===== src/rtl/hazard_ctrl.sv =====
// Decode-stage hazard and stall controller.
// Detects load-use hazards against the instruction in EX and drives the
// ID/EX bubble plus the PC / IF/ID hold enables. Also sequences a halt
// drain and keeps a saturating count of stalled cycles.
module hazard_ctrl #(
    parameter int REG_WORDS    = 32,
    parameter int ADDR_LEFT    = $clog2(REG_WORDS) - 1,
    parameter int DRAIN_CYCLES = 3,
    parameter int CNT_BITS     = 16
) (
    input  logic                clk,
    input  logic                rst_,
    input  logic [ADDR_LEFT:0]  r1_addr,
    input  logic [ADDR_LEFT:0]  r2_addr,
    input  logic                r1_used,
    input  logic                r2_used,
    input  logic [ADDR_LEFT:0]  waddr_s3,
    input  logic                rw_s3,
    input  logic                sel_mem_s3,
    input  logic                halt_s2,
    input  logic                ext_stall,
    input  logic                cnt_clr,
    output logic                stall_pipe,
    output logic                hold_pc,
    output logic                hold_if_id,
    output logic                halted,
    output logic [CNT_BITS-1:0] stall_cnt
);

    // A drain length of 0 behaves like 1: at least one cycle in DRAIN.
    localparam int DRAIN_LOAD = (DRAIN_CYCLES < 1) ? 1 : DRAIN_CYCLES;
    localparam int DW         = $clog2(DRAIN_LOAD + 1);
    localparam logic [DW-1:0] DRAIN_INIT = DW'(DRAIN_LOAD);
    localparam logic [DW-1:0] DRAIN_ONE  = DW'(1);

    typedef enum logic [1:0] {
        RUN    = 2'd0,
        DRAIN  = 2'd1,
        HALTED = 2'd2
    } state_t;

    state_t        state, state_nxt;
    logic [DW-1:0] drain_cnt, drain_nxt;
    logic          hz;
    logic          stall_c;
    logic          halted_c;

    // Load-use hazard: a load in EX writing a nonzero register that ID reads.
    always_comb begin
        hz = sel_mem_s3 && !rw_s3 && (waddr_s3 != '0) &&
             ((r1_used && (r1_addr == waddr_s3)) ||
              (r2_used && (r2_addr == waddr_s3)));
    end

    // Next-state and stall decisions for RUN / DRAIN / HALTED.
    always_comb begin
        // NOTE: every output of this block gets a default first so no path
        // leaves it unassigned, which would infer a latch.
        state_nxt = state;
        drain_nxt = drain_cnt;
        stall_c   = 1'b0;
        halted_c  = 1'b0;
        case (state)
            RUN: begin
                stall_c = hz || ext_stall;
                // A stall wins over halt; the halt is retried next cycle.
                if (halt_s2 && !stall_c) begin
                    state_nxt = DRAIN;
                    drain_nxt = DRAIN_INIT;
                end
            end
            DRAIN: begin
                stall_c   = 1'b1;
                drain_nxt = drain_cnt - DRAIN_ONE;
                if (drain_cnt <= DRAIN_ONE) begin
                    state_nxt = HALTED;
                end
            end
            HALTED: begin
                stall_c  = 1'b1;
                halted_c = 1'b1;
            end
            default: begin
                state_nxt = RUN;
                drain_nxt = '0;
            end
        endcase
    end

    // Outputs are forced low for as long as reset is held.
    always_comb begin
        stall_pipe = rst_ && stall_c;
        hold_pc    = rst_ && stall_c;
        hold_if_id = rst_ && stall_c;
        halted     = rst_ && halted_c;
    end

    // State and drain counter registers.
    always_ff @(posedge clk or negedge rst_) begin
        // NOTE: reset values are applied asynchronously so a reset landing
        // mid-drain discards the partial drain without waiting for a clock.
        if (!rst_) begin
            state     <= RUN;
            drain_cnt <= '0;
        end else begin
            // NOTE: non-blocking assignments keep every register updating
            // from pre-edge values, independent of statement order.
            state     <= state_nxt;
            drain_cnt <= drain_nxt;
        end
    end

    // Saturating count of stalled RUN cycles; clear beats increment.
    always_ff @(posedge clk or negedge rst_) begin
        if (!rst_) begin
            stall_cnt <= '0;
        end else if (cnt_clr) begin
            stall_cnt <= '0;
        end else if ((state == RUN) && stall_c && (stall_cnt != '1)) begin
            stall_cnt <= stall_cnt + CNT_BITS'(1);
        end
    end

endmodule


===== config.mk =====
export PLATFORM = sky130hd
export DESIGN_NAME = hazard_ctrl
export DESIGN_NICKNAME = d
export VERILOG_FILES = /design/src/rtl/hazard_ctrl.sv
export SDC_FILE = /design/constraint.sdc
export NUM_CORES = 1
export LEC_CHECK = 0
export BUFFER_PORTS_ARGS = -buffer_cell sky130_fd_sc_hd__buf_2
export CAP_MARGIN = 40
export CORE_ASPECT_RATIO = 1.1
export CORE_MARGIN = 2
export CORE_UTILIZATION = 45
export DETAILED_ROUTE_END_ITERATION = 6
export GPL_TIMING_DRIVEN = 0
export HOLD_SLACK_MARGIN = 0.05
export PLACE_DENSITY = 0.8
export SYNTH_ARGS = -nofsm -noshare
export SYNTH_HDL_FRONTEND = slang
export SYNTH_SLANG_ARGS = --single-unit
export TNS_END_PERCENT = 10

===== constraint.sdc =====
create_clock -name clk -period 4.75 [get_ports clk]
set_clock_uncertainty 0.1 [all_clocks]
set_input_delay 1.1875 -clock clk [delete_from_list [all_inputs] [get_ports clk]]
set_output_delay 1.1875 -clock clk [all_outputs]
set_load 0.1 [all_outputs]

==> impl_metrics.csv <==
group,metric,value,unit
sta,post-route-period-util,0.8701,
power_and_ir_drop,powerDensity,181.1,nW/um2
setup_path,regToRegSetupSlack,2.29,ns
die,die_h,64.36,um
setup_path,reg2reg_depth,9,
setup_path,cp-end-kind,"primary output",
cts,cts_resized,0,
sta,fin_ws,0.6173,ns
min_path,hold_depth,2,
detailed_routing,drcViolationCount,5,
cts,numCtsBuffers,3,
die,start_util,0.4806,
synth,synthCells,161,
synth,yosysWarnings,0,
die,pin_count,44,
place,hpwl,2.544,mm
detailed_routing,viasPerCell,5.686,
min_path,hold_path_class,"reg2reg",
setup_path,arrival,2.85,ns
run,maxCapViolCount,0,
grt,antenna_found_initial,0,
synth,ys_top_cells_by_area,"dfrtp_1, mux2_2, xnor2_1",
detailed_routing,ant_nets,0,
synth,synthAdderAreaFrac,0.05038,
place,gp_congestion,0.8079,
cts,clk_latency,0.31,ns
die,die_w,58.87,um
detailed_routing,vias,1376,
final_layout,final_core_util,0.5755,
place,place_inst,238,
sta,final.setup.tns,0,ns
synth,syn_area_per_cell,9.256,um2
setup_path,required,3.46,ns
final_layout,drive_above_1_share,0.3558,
sta,rsz0062_at_grt,"no",
die,core,3100,um2
synth,syn_area,1490,um2
detailed_routing,drt-initial-drc-count,33,
cts,clk_pin_slew,0.11,ns
grt,grt.total_usage,0.1886,
cts,clockBufferDepth,2,
cts,cts.sinks,20,
grt,grt_overflow_total,0,
final_layout,area_growth_syn_to_layout,19.73,%
cts,cts_hold_buf,0,
sta,tightest_slew,0.7288,ns
cts,cts_tree,"built",
final_layout,nNetsFinal,239,
run_status,status,"complete, but fails checks",
detailed_routing,drtPass1Iterations,6,
synth,yosysTopAreaCellShare,0.3359,
synth,synth_area_leader_cell,"dfrtp_1",
synth,synth_nets,191,
synth,synth_seq_cells,20,
sta,report.final.slew_viol_count,0,
cts,root_buffer,"clkbuf_4",
grt,first_global_vias,1274,
final_layout,final_cell_mix,"buf_2, dfrtp_1, nor2_1",
final_layout,insertedDiodeCount,0,
final_layout,final_cells,242,
place,dp_slack,0.6242,ns
grt,grt_pass1_wl,5.520,mm
place,post_dp_cell_area,1748,um2
cts,postCtsSetupBuffers,0,
synth,synth-simple-area-share,0.2813,
setup_path,crit_fanout,5,
die,die-area,3788,um2
detailed_routing,wl,3.356,mm
synth,yosysSeqAreaShare,0.3359,
power_and_ir_drop,p_leak,0.8108,nW
sta,setup_viol,0,
final_layout,fin_area,1784,um2
detailed_routing,avgRoutedWirePerCell,13.87,um
power_and_ir_drop,peakVddDrop,130.7,uV
sta,finalHoldViolations,0,
run_status,violations,"design-rule violations",
synth,synthMuxAreaShare,0.07557,
final_layout,final_common_cell,"buf_2",
sta,max_freq,242.0,MHz
synth,ys_types,44,
sta,min_period,4.133,ns
place,io_buffer_count,43,
synth,synth_top_family_by_area,"simple AND/OR/NAND/NOR gates",
cts,cts.htree.levels,1,
setup_path,crit_type,"in2out",
synth,synth_xor_area_frac,0.05877,
die,core.rowCount,21,
synth,synth_compound_area_frac,0.1478,
sta,slew-limit-headroom,0.5141,
grt,grt_max_degree,23,
setup_path,start_kind,"input pin",
[critical path, cell delays in order]
cell,delay [ns]
buf_2,0.13
xnor2_1,0.17
nand4_1,0.13
o22ai_2,0.25
a21bo_2,0.22
and3_1,0.22
buf_4,0.12
buf_2,0.41
[layout make-up]
type | instances | area, um2
Tap cell | 34 | 42.54
Inverter | 7 | 26.28
Timing Repair Buffer | 43 | 215.2
Fill cell | 287 | 1316
Multi-Input combinational cell | 127 | 914.6
Sequential cell | 20 | 500.5
Clock buffer | 4 | 36.28
Buffer | 7 | 48.80
[Yosys cell counts (all sizes together)]
cell type and count:
dfrtp 20, nor2 15, a21oi 10, mux2 10, nand2 10, nor2b 10
xnor2 10, inv 7, nor4 7, ha 6, nand3 6, nand4 5
and3 4, buf 4, and4 3, clkbuf 3, o31ai 3, or3 3
a211oi 2, and2 2, nand2b 2, nor3 2, o21ai 2, o41ai 2
or4 2, a21bo 1, a21boi 1, a221oi 1, a31o 1, a41oi 1
nand4b 1, o2111ai 1, o22ai 1, o32a 1, or2 1, or4b 1
[metrics by stage]
step	hold WS [ns]	total power, mW
2_1_floorplan	0.4006	0.2030
3_3_place_gp	0.4194	0.2227
3_5_place_dp	0.4398	0.2234
4_1_cts	0.4647	0.3245
5_1_grt	0.4827	0.3350
6_report	0.4597	0.3231
[final timing paths]
path / endpoint / start
max in group asynchronous: stall_cnt[2] / rst_
min reg2reg: drain_cnt[1] / drain_cnt[1]
min in group asynchronous: stall_cnt[14] / rst_
min: drain_cnt[1] / drain_cnt[1]
max reg2reg: stall_cnt[13] / state[0]
max: hold_pc / waddr_s3[2]
[report_power, final]
part,total [mW],switching (mW),internal [mW]
combinational,0.0495,0.0317,0.0177
clock,0.103,0.0565,0.0469
sequential,0.170,0,0.170
[state kept, by name (all words and copies together), names as in the netlist]
signal     count
stall_cnt     16
drain_cnt      2
state          2
[per-layer routing]
metal | up-vias | GRT usage | share of wire
li1 | 685 | - | -
met3 | 5 | 0.03644 | 0.077
met4 | 0 | 0.05966 | 0.012
met1 | 638 | 0.2395 | 0.43
met5 | - | 0 | 0
met2 | 48 | 0.3167 | 0.48
[cells by family after synthesis]
logic type / count (synthesis)
compound gates: 27
buf+inv: 14
xor+xnor: 10
mux: 10
simple gates: 74
fa+ha+maj: 6
flops: 20
Power figures use the tool's default switching activity.
